$ cat config.mk
export PLATFORM = sky130hd
export DESIGN_NAME = rf_cmd_ctrl
export DESIGN_NICKNAME = d
export VERILOG_FILES = /design/src/rtl/rf_cmd_ctrl.sv
export SDC_FILE = /design/constraint.sdc
export NUM_CORES = 1
export LEC_CHECK = 0
export ABC_AREA = 1
export BUFFER_PORTS_ARGS = -buffer_cell sky130_fd_sc_hd__clkbuf_2
export CORE_MARGIN = 2
export CORE_UTILIZATION = 36
export CTS_BUF_LIST = sky130_fd_sc_hd__clkbuf_4 sky130_fd_sc_hd__clkbuf_8
export DETAILED_ROUTE_END_ITERATION = 7
export PLACE_DENSITY = 0.65
export SLEW_MARGIN = 5
export SYNTH_ARGS = -nofsm -noshare
export SYNTH_HDL_FRONTEND = slang
export SYNTH_SLANG_ARGS = --single-unit
$ cat constraint.sdc
create_clock -name clk -period 1.7 [get_ports clk]
set_input_delay 0.34 -clock clk [delete_from_list [all_inputs] [get_ports clk]]
set_output_delay 0.34 -clock clk [all_outputs]
set_load 0.02 [all_outputs]
$ cat src/rtl/rf_cmd_ctrl.sv
// rf_cmd_ctrl: sequences WRITE/READ/COPY/SWAP commands onto an external register file
module rf_cmd_ctrl #(
  parameter int DW = 4,
  parameter int AW = 2
) (
  input  logic          clk,
  input  logic          reset,
  input  logic          cmd_valid,
  output logic          cmd_ready,
  input  logic [1:0]    cmd_op,
  input  logic [AW-1:0] cmd_a,
  input  logic [AW-1:0] cmd_b,
  input  logic [DW-1:0] cmd_data,
  output logic          rsp_valid,
  input  logic          rsp_ready,
  output logic [DW-1:0] rsp_a,
  output logic [DW-1:0] rsp_b,
  output logic [7:0]    done_cnt,
  output logic [AW-1:0] RA,
  output logic [AW-1:0] RB,
  output logic          RE,
  output logic [AW-1:0] WR,
  output logic [DW-1:0] WRD,
  input  logic [DW-1:0] A,
  input  logic [DW-1:0] B
);
  typedef enum logic [2:0] {IDLE, RD, WR1, WR2, RESP} state_t;
  localparam logic [1:0] OP_WRITE = 2'b00;
  localparam logic [1:0] OP_READ  = 2'b01;
  localparam logic [1:0] OP_COPY  = 2'b10;
  localparam logic [1:0] OP_SWAP  = 2'b11;
  state_t        state_q, state_d;
  logic [1:0]    op_q, op_d;
  logic [AW-1:0] a_q, a_d, b_q, b_d;
  logic [DW-1:0] data_q, data_d, cap_a_q, cap_a_d, cap_b_q, cap_b_d;
  logic [7:0]    done_q, done_d;
  logic          cmd_ready_q, cmd_ready_d, rsp_valid_q, rsp_valid_d, re_q, re_d;
  logic [AW-1:0] ra_q, ra_d, rb_q, rb_d, wr_q, wr_d;
  logic [DW-1:0] wrd_q, wrd_d;
  assign cmd_ready = cmd_ready_q;
  assign rsp_valid = rsp_valid_q;
  assign rsp_a     = cap_a_q;
  assign rsp_b     = cap_b_q;
  assign done_cnt  = done_q;
  assign RA        = ra_q;
  assign RB        = rb_q;
  assign RE        = re_q;
  assign WR        = wr_q;
  assign WRD       = wrd_q;
  // Sequencing: latch on accept, capture read data leaving RD, count on response handshake
  always_comb begin
    state_d = state_q;
    op_d    = op_q;
    a_d     = a_q;
    b_d     = b_q;
    data_d  = data_q;
    cap_a_d = cap_a_q;
    cap_b_d = cap_b_q;
    done_d  = done_q;
    case (state_q)
      IDLE: if (cmd_valid && cmd_ready_q) begin
        op_d    = cmd_op;
        a_d     = cmd_a;
        b_d     = cmd_b;
        data_d  = cmd_data;
        state_d = RD;
      end
      RD: begin
        cap_a_d = A;
        cap_b_d = B;
        state_d = (op_q == OP_READ) ? RESP : WR1;
      end
      WR1: state_d = (op_q == OP_SWAP) ? WR2 : RESP;
      WR2: state_d = RESP;
      RESP: if (rsp_ready) begin
        state_d = IDLE;
        done_d  = done_q + 8'd1;
      end
      default: state_d = IDLE;
    endcase
  end
  // Port values for the state being entered, so every output comes straight from a flop
  always_comb begin
    cmd_ready_d = (state_d == IDLE);
    rsp_valid_d = (state_d == RESP);
    ra_d        = (state_d == RD) ? a_d : '0;
    rb_d        = (state_d == RD) ? b_d : '0;
    re_d        = (state_d == WR1) || (state_d == WR2);
    wr_d        = (state_d == WR2) ? b_d :
                  (state_d == WR1) ? ((op_d == OP_COPY) ? b_d : a_d) : '0;
    wrd_d       = (state_d == WR2) ? cap_a_d :
                  (state_d == WR1) ? ((op_d == OP_WRITE) ? data_d :
                                      (op_d == OP_COPY)  ? cap_a_d : cap_b_d) : '0;
  end
  // State and output registers; reset aborts any command in flight
  always_ff @(posedge clk or negedge reset) begin
    if (!reset) begin
      state_q     <= IDLE;
      op_q        <= '0;
      a_q         <= '0;
      b_q         <= '0;
      data_q      <= '0;
      cap_a_q     <= '0;
      cap_b_q     <= '0;
      done_q      <= '0;
      cmd_ready_q <= 1'b0;
      rsp_valid_q <= 1'b0;
      ra_q        <= '0;
      rb_q        <= '0;
      re_q        <= 1'b0;
      wr_q        <= '0;
      wrd_q       <= '0;
    end else begin
      state_q     <= state_d;
      op_q        <= op_d;
      a_q         <= a_d;
      b_q         <= b_d;
      data_q      <= data_d;
      cap_a_q     <= cap_a_d;
      cap_b_q     <= cap_b_d;
      done_q      <= done_d;
      cmd_ready_q <= cmd_ready_d;
      rsp_valid_q <= rsp_valid_d;
      ra_q        <= ra_d;
      rb_q        <= rb_d;
      re_q        <= re_d;
      wr_q        <= wr_d;
      wrd_q       <= wrd_d;
    end
  end
endmodule

Word level (Yosys, flattened, before mapping)
Cells that the tools add are included.
{"block": "op_classes", "reduce_logical": 6, "n_eq_ne": 11, "addsub": 1, "mux": 24}
{"cell": "4-bit 2-to-1 mux", "n": 8}
{"cell": "2-bit 2-to-1 mux", "n": 11}
{"cell": "3-bit one-hot mux with 5 select lines", "n": 1}
{"cell": "3-bit by 2-bit equality test with 1-bit output, second input constant", "n": 4}
{"cell": "3-bit 2-to-1 mux", "n": 4}
{"cell": "8-bit by 1-bit adder with 8-bit output, second input constant", "n": 1}
{"cell": "3-bit by 1-bit equality test with 1-bit output, second input constant", "n": 2}
{"cell": "3-bit equality test, second input constant", "n": 2}
{"cell": "3-bit zero test", "n": 2}
{"cell": "2-bit equality test, second input constant", "n": 2}
{"cell": "2-bit by 1-bit equality test with 1-bit output, second input constant", "n": 1}
{"cell": "2-bit zero test", "n": 1}
{"cell": "2-bit AND reduction", "n": 1}
{"cell": "1-bit logical AND", "n": 1}
{"cell": "1-bit logical OR", "n": 1}
{"block": "totals", "reg_bits": 42, "in_bits": 22, "out_inout_bits": 29, "elab_cells": 57}

Longest topological paths before layout
Gate-level depths: netlist of the first run.
{"block": "logic_depth", "word_depth": 8, "mapped_depth": 10}

Least setup slack after synthesis of the first run
Ideal clock, no wire load.
{"block": "synth_path", "kind": "register -> register", "from": "reg cmd_ready_q (netlist: cmd_ready)", "to": "reg wrd_q[0] (netlist: WRD[0])", "arrival_time_ns": 1.375, "period_less_slack_ns": 1.492, "t_required_ns": 1.583, "setup_ns": 0.117, "setup_slack_ns": 0.208, "path_stages_with_launch": 11, "cell_sequence": "dfrtp_1 -> nand2_2 -> nor2_4 -> nand2_4 -> buf_6 -> nand2_2 -> nand2_2 -> nand3_1 -> nand3_1 -> nand2_1 -> nand2_1"}
{"block": "synth_between", "elab_chain_cells": 8}
{"item": "from (decl)", "line": "37", "text": "logic cmd_ready_q, cmd_ready_d, rsp_valid_q, rsp_valid_d, re_q, re_d;"}
{"item": "from (signal assigned)", "line": "122", "text": "cmd_ready_q <= cmd_ready_d;"}
{"item": "1-bit logical AND *", "line": "61", "text": "IDLE: if (cmd_valid && cmd_ready_q) begin"}
{"item": "2-bit 2-to-1 mux", "line": "61"}
{"item": "2-bit 2-to-1 mux", "line": "60", "text": "case (state_q)"}
{"item": "2-bit equality test", "line": "93", "text": "(op_d == OP_COPY) ? cap_a_d : cap_b_d) : '0;"}
{"item": "4-bit 2-to-1 mux", "line": "93"}
{"item": "4-bit 2-to-1 mux (2 in series)", "line": "92", "text": "(state_d == WR1) ? ((op_d == OP_WRITE) ? data_d :"}
{"item": "4-bit 2-to-1 mux *", "line": "91", "text": "wrd_d = (state_d == WR2) ? cap_a_d :"}
{"item": "via wrd_d[0]", "line": "39", "text": "logic [DW-1:0] wrd_q, wrd_d;"}
{"item": "to (signal assigned)", "line": "128", "text": "wrd_q <= wrd_d;"}
{"item": "to (decl)", "line": "39"}
The timed path passes the listed nets; every way through them passes the cells marked *.
A chain may end at the register's enable or synchronous reset.

Final worst setup path of the first run
{"block": "layout_path", "from": "reg cmd_ready_q (netlist: cmd_ready)", "to": "reg wr_q[1] (netlist: WR[1])"}
{"block": "layout_between", "elab_chain_cells": 7}
{"item": "1-bit logical AND *", "line": "61"}
{"item": "branches (longest 5 deep; another with 3-bit one-hot mux with 5 select lines)"}
{"item": "2-bit 2-to-1 mux *", "line": "89", "text": "wr_d = (state_d == WR2) ? b_d :"}
{"item": "via wr_d[1]", "line": "38", "text": "logic [AW-1:0] ra_q, ra_d, rb_q, rb_d, wr_q, wr_d;"}
{"item": "to (signal assigned)", "line": "127", "text": "wr_q <= wr_d;"}
{"item": "to (decl)", "line": "38"}
Mark *: on every way through the listed nets, which the timed path passes.

==> impl_metrics.json, run 1 <==
{
  "synth_top_area_share_pct": 53.64,
  "irDropWorstVdd_v": 0.0007403,
  "wl_um": 3925,
  "maxSlewViolCount": 0,
  "antenna_cells": 0,
  "dr.pass1.iters": 4,
  "finClkSkew_ns": 0.004616,
  "track_usage_pct": 14.52,
  "cts.sinks": 42,
  "die_w_um": 77.78,
  "async_flop_share_pct": 100.0,
  "final-seq-area_sq_um": 1051,
  "drt_iter0_markers": 68,
  "grt_max_degree": 43,
  "htree_levels": 2,
  "drive_above_1_share_pct": 32.85,
  "outcome": "complete, no violations",
  "postSynthCellCount": 218,
  "synth_top_area_cell": "dfrtp_1",
  "syn_to_final_growth_pct": 22.16,
  "place.gp.congestion": 0.7549,
  "top_layer": "met4",
  "fmax_ghz": 0.6669,
  "num_vias": 1544,
  "setup-violations-final": 0,
  "drcViolationCount": 0,
  "hold_violations": 0,
  "post_cts_buffers": 0,
  "initial_core_util_pct": 37.88,
  "die_h_um": 77.78,
  "wl_met1_um": 1774,
  "yosys_warnings": 0,
  "num_io_pins": 51,
  "cts_hold_buffers": 0,
  "clockBufferDepth": 2,
  "setup_ws_ns": 0.2004,
  "relSlewSlack_pct": 65.27,
  "n_fill_cell": 524,
  "synth_nets": 241,
  "first_global_vias": 1541,
  "via_per_inst": 4.450,
  "synth-edff-count": 0,
  "rsz0062_at_grt": "no",
  "pre_cts_ws_ns": 0.1157,
  "dr_wl_met3_um": 198,
  "finalSetupTns_ns": 0,
  "grt_pass1_wl_um": 6969,
  "cts.reportedPaths.clkPinSlew_ns": 0.08,
  "grt_overflow": 0,
  "final_util_pct": 46.27,
  "place_inst": 339,
  "instances_no_fill": 347,
  "place_area_sq_um": 2293,
  "p_leak_nw": 1.357,
  "routedWlPerCell_um": 11.31,
  "cts_buffers": 5,
  "ys_ff_latch": 42,
  "multiInputGateArea_sq_um": 793.3,
  "grt_antenna_before_repair": 0,
  "start_kind": "register",
  "clk_latency_ns": 0.29,
  "core_area_sq_um": 5172,
  "synth_area_leaders": "dfrtp_1, nand2_1, nand3_1, inv_1, o21ai_2",
  "worst_slew_pin_slew_ns": 0.5209,
  "finalInstanceArea_sq_um": 2394,
  "min_path_type": "in2async",
  "fp.dieArea_sq_um": 6049,
  "power_density_nw_per_um2": 1833,
  "wl_met2_um": 1902,
  "path_max_fanout": 12,
  "ctsResizeCount": 0,
  "dp_hpwl_um": 2936,
  "cts_tree": "built",
  "worstPathRequired_ns": 1.88,
  "clock-root-buffer": "clkbuf_8",
  "avgSynthCellArea_sq_um": 8.988,
  "finalNetCount": 299,
  "rows": 26,
  "fin_crit_sh_pct": 88.21,
  "drv_cap": 0,
  "synth-seq-area-share_pct": 53.64,
  "path_class": "reg2reg",
  "end_kind": "register",
  "portBuffers": 50,
  "cp.arrival_ns": 1.68,
  "synth_ff_type": "dfrtp_1",
  "ys_types": 24,
  "synth_area_sq_um": 1959,
  "fin_crit_ns": 1.500,
  "ant_nets": 0
}
==> kinds of logic (layout without fill, tap and decap cells) <==
| kind of cell | Yosys count | in the layout | share of synthesized area (%) |
|---|---|---|---|
| simple gates | 129 | 129 | 30.71 |
| buf+inv | 26 | 85 | 6.130 |
| fa+ha+maj | 1 | 1 | 0.6385 |
| mux | 1 | 1 | 0.5747 |
| flops | 42 | 42 | 53.64 |
| xor+xnor | 7 | 7 | 3.129 |
| compound gates | 12 | 12 | 5.173 |
==> Yosys cell counts, types with 3 or more instances <==
cell type / number
nor2_4: 3
nor2_1: 6
nand3_1: 26
nand2_2: 4
o21ai_2: 8
xor2_1: 5
buf_6: 3
nand2_1: 79
nor3_2: 3
dfrtp_1: 42
inv_1: 22
==> through the flow <==
stage                     hold WS, ns  total power [mW]
after CTS                      0.1287             4.428
after global routing           0.1654             4.778
final                          0.1001             4.387
after floorplan               0.04441             3.198
after detailed placement       0.4446             3.747
after global placement         0.4418             3.723
==> flip-flops by register name, summed over array words and instances, names as in the netlist <==
register   cells
cmd_ready      1
rsp_b          4
b_q            2
rsp_a          4
RB             2
data_q         4
a_q            2
state_q        3
rsp_valid      1
WR             2
done_cnt       8
op_q           2
RE             1
RA             2
WRD            4
==> report_power, final <==
part,internal [mW],switching (mW)
sequential,1.37,0.264
combinational,0.697,1.39
clock,0.326,0.337
total,2.39,2.00
==> worst max-delay path, stage by stage, from the launching register on <==
cell and delay, ns:
dfrtp_1 0.45, nand2_2 0.14, nor2_4 0.15, nand2_4 0.09, buf_4 0.20, o21ai_2 0.14, nand3_1 0.08, nand3_1 0.09
nand2_1 0.05
==> cell usage in the layout (no fill, tap or decap) <==
master and count:
buf_4 4, clkinv_2 1, xor2_1 5, nor2_1 5
clkbuf_8 6, inv_1 22, dfrtp_1 42, nor3_2 3
nand4_1 1, clkinvlp_4 1, nand2_1 78, inv_2 1
o221ai_1 2, nand3_2 1, nor2_2 3, a21oi_2 1
xnor2_1 2, nand3_1 26, o21ai_2 8, or2_1 1
a21oi_1 1, mux2_2 1, clkbuf_2 50, nand2_4 2
or2_2 1, nand2_2 5, ha_1 1, nor2_4 3
==> final timing paths <==
check / from / endpoint / slack [ns] / depth (start not counted)
worst max-delay path: cmd_ready / WR[1] / 0.20 / 8
worst min-delay path: reset / cmd_ready / 0.10 / 2
worst max register to register: cmd_ready / WR[1] / 0.20 / 8
worst min register to register: done_cnt[7] / done_cnt[7] / 0.47 / 1
max in group asynchronous: reset / WRD[3] / 1.23 / 2
min in group clk: cmd_b[1] / RB[1] / 0.27 / 3
==> cell type report <==
cell class,instances,area share (%)
repair buffers,54,11.71
clock buffers,6,3.450
well taps,70,3.659
clock inverters,2,0.5227
multi-input cells,150,33.14
flip-flops and latches,42,43.91
inverters,23,3.607
==> layer usage <==
layer	GRT usage (%)	up-vias
met1	18.65	704
met5	0	-
met3	3.605	4
met2	23.71	37
met4	5.179	0
li1	-	799
Note: power is estimated with default switching activity, not from simulation.
==> run 2, diff against run 1 <==
- ABC_AREA: 1 -> not set
- CTS_CLUSTER_DIAMETER: not set -> 200
- PLACE_DENSITY: 0.65 -> not set
==> run 2 against run 1 <==
Net effect:
- total power grew 3.5%
- maximum frequency decreased by 8.7%
- sequential share of layout area up 0.69 points
- design area decreased by 1.3%
- critical endpoint is now WRD[0]
- largest cell class unchanged
- largest power group unchanged
==> impl_metrics.json, run 2 <==
{
  "p_comb_share_pct": 45.2,
  "synth_ff_type": "dfrtp_1",
  "fmax_ghz": 0.6086,
  "cp_num_cells": 5,
  "crit_buf_inv": 1,
  "synth_common_cells": "dfrtp_1, mux2_2, nand2_1",
  "synth_area_leaders": "dfrtp_1, mux2_2, nand2_1, o2bb2ai_1, xor2_1",
  "cts.reportedPaths.clkPinSlew_ns": 0.08,
  "yosys_warnings": 0,
  "worst_slew_pin_slew_ns": 0.5178,
  "rows": 26,
  "crit_family": "flip-flops",
  "grt_util_met3_pct": 3.968,
  "synth.most_common_cell": "dfrtp_1",
  "final_cell_mix": "clkbuf_2, dfrtp_1, mux2_2",
  "final-seq-area_sq_um": 1054,
  "drt_iter0_markers": 35,
  "instances_no_fill": 270,
  "p_clk_share_pct": 17.5,
  "crit_chain": "nor3b_4 > buf_6 > mux2_2 > a221oi_2 > o2bb2ai_1",
  "clk_latency_ns": 0.29,
  "multiInputGateArea_sq_um": 737.0,
  "num_io_pins": 51,
  "cts_hold_buffers": 0,
  "synth_top_area_cell": "dfrtp_1",
  "synth_area_sq_um": 1838,
  "regToRegEndpoint": "WRD[0]",
  "postSynthCellCount": 136,
  "start_kind": "register",
  "finClkSkew_ns": 0.006032,
  "grt_overflow": 0,
  "ant_nets": 0,
  "pwr-share-seq_pct": 37.3,
  "cts.sinks": 42,
  "async_flop_share_pct": 100.0,
  "finalNetCount": 222,
  "n_fill_cell": 484,
  "via_per_inst": 4.833,
  "p_leak_nw": 1.144,
  "drcViolationCount": 0,
  "swShare_pct": 37.53,
  "grtUsageMet2_pct": 25.80,
  "dp_hpwl_um": 2729,
  "routedWlPerCell_um": 13.94,
  "fin_crit_ns": 1.643,
  "drive_above_1_share_pct": 52.00,
  "setup-violations-final": 0,
  "final_util_pct": 47.15,
  "finalSetupTns_ns": 0,
  "finalInstanceArea_sq_um": 2362,
  "fin_crit_sh_pct": 96.65,
  "r2r_slack_ns": 0.06,
  "setup_ws_ns": 0.05695,
  "cts_tree": "built",
  "layout.cells.most_common": "clkbuf_2",
  "ff2ff_path_depth": 5,
  "min_path_type": "in2async",
  "synth_nets": 159,
  "fp.dieArea_sq_um": 5693,
  "rsz0062_at_grt": "yes",
  "portBuffers": 50,
  "grt_most_used_layer": "met2",
  "htree_levels": 2,
  "power_density_nw_per_um2": 1922,
  "use_met1_pct": 17.51,
  "whs_ns": 0.1093,
  "die_h_um": 75.46,
  "end_kind": "register",
  "irDropWorstVdd_v": 0.0008014,
  "largest_reg_flops": 8,
  "avgSynthCellArea_sq_um": 13.51,
  "clockBufferDepth": 2,
  "grt_max_degree": 43,
  "maxSlewViolCount": 0,
  "grt_pass1_wl_um": 6216,
  "outcome": "complete, no violations",
  "place_inst": 258,
  "wl_um": 3763,
  "path_class": "reg2reg",
  "core_area_sq_um": 5010,
  "synth-seq-area-share_pct": 57.18,
  "critPathSlowestCell": "dfrtp_2",
  "path_max_fanout": 4,
  "num_vias": 1305,
  "first_global_vias": 1359,
  "intPower_mw": 2.836,
  "relSlewSlack_pct": 65.48,
  "drv_cap": 0,
  "syn_to_final_growth_pct": 28.52,
  "p_sw_mw": 1.704,
  "pre_cts_ws_ns": -0.03485,
  "cp.arrival_ns": 1.81,
  "total_power_mw": 4.540,
  "place.gp.congestion": 0.7720,
  "hold_violations": 0,
  "track_usage_pct": 14.83,
  "ys_ff_latch": 42,
  "grt_antenna_before_repair": 0,
  "timing.rr.start": "state_q[1]",
  "place_area_sq_um": 2182,
  "die_w_um": 75.46,
  "clock-root-buffer": "clkbuf_8",
  "ys_types": 45,
  "cpPeakStageDelay_ns": 0.44,
  "dr.pass1.iters": 4,
  "synth_top_area_share_pct": 57.18,
  "worstPathRequired_ns": 1.86,
  "initial_core_util_pct": 36.69,
  "cts_buffers": 5,
  "antenna_cells": 0,
  "synth-edff-count": 0
}
[run 2: cell count changes in the layout (fill, tap and decap cells not counted), sizes merged, moves of 7 or more]
cell	before	now
nand2	85	10
nor2	11	4
nand3	27	1
buf	4	13
mux2	1	16
inv	23	3
[run 2: worst reg2reg max path: stages (launching register included)]
cell and delay [ns]:
dfrtp_2 0.44, nor3b_4 0.25, buf_6 0.14, mux2_2 0.34
a221oi_2 0.26, o2bb2ai_1 0.09
[run 2: cell families after synthesis]
kind of cell | count (synthesis) | synth area share (%)
compound gates | 23 | 9.802
fa+ha+maj | 1 | 0.6806
xor+xnor | 7 | 3.336
mux | 17 | 10.76
flops | 42 | 57.18
simple gates | 36 | 14.30
buf+inv | 10 | 3.948
[run 2: layout make-up]
type	instances	area share [%]
sequential	42	44.60
clock buffer	6	3.231
tap	70	3.708
clock inverter	2	1.589
timing repair buffer	63	15.20
inverter	3	0.4767
multi-input combinational	84	31.20
[run 2: worst max-delay path by stage]
stage / startpoint / end / slack (ns)
2_1_floorplan: state_q[1] / WRD[2] / 0.1
3_3_place_gp: state_q[0] / WRD[2] / 0.04
3_5_place_dp: state_q[0] / WRD[1] / -0.03
4_1_cts: state_q[0] / WRD[2] / 0.005
5_1_grt: state_q[1] / WRD[0] / -0.03
6_report: state_q[1] / WRD[0] / 0.06
[run 2: timing repair]
action | 4_1_cts | 5_1_grt
pin swaps | 0 | 6
setup buffers | 1 | 3
setup endpoints to repair | 1 | 12
gates resized for setup | 3 | 6
[run 2: power by group through the flow]
stage               clock network, mW  registers (mW)  logic, mW
floorplan                           0            1.96       1.09
detailed placement                  0            1.70       1.93
global route                    0.878            1.75       2.24
finish                          0.793            1.69       2.05
CTS                             0.825            1.69       1.99
global placement                    0            1.68       1.88
[run 2: layer usage]
| metal | wire, um | share of wire, % |
|---|---|---|
| met1 | 1616 | 43 |
| met2 | 1900 | 50 |
| met3 | 178 | 4.7 |
| met4 | 68 | 1.8 |
| met5 | 0 | 0 |
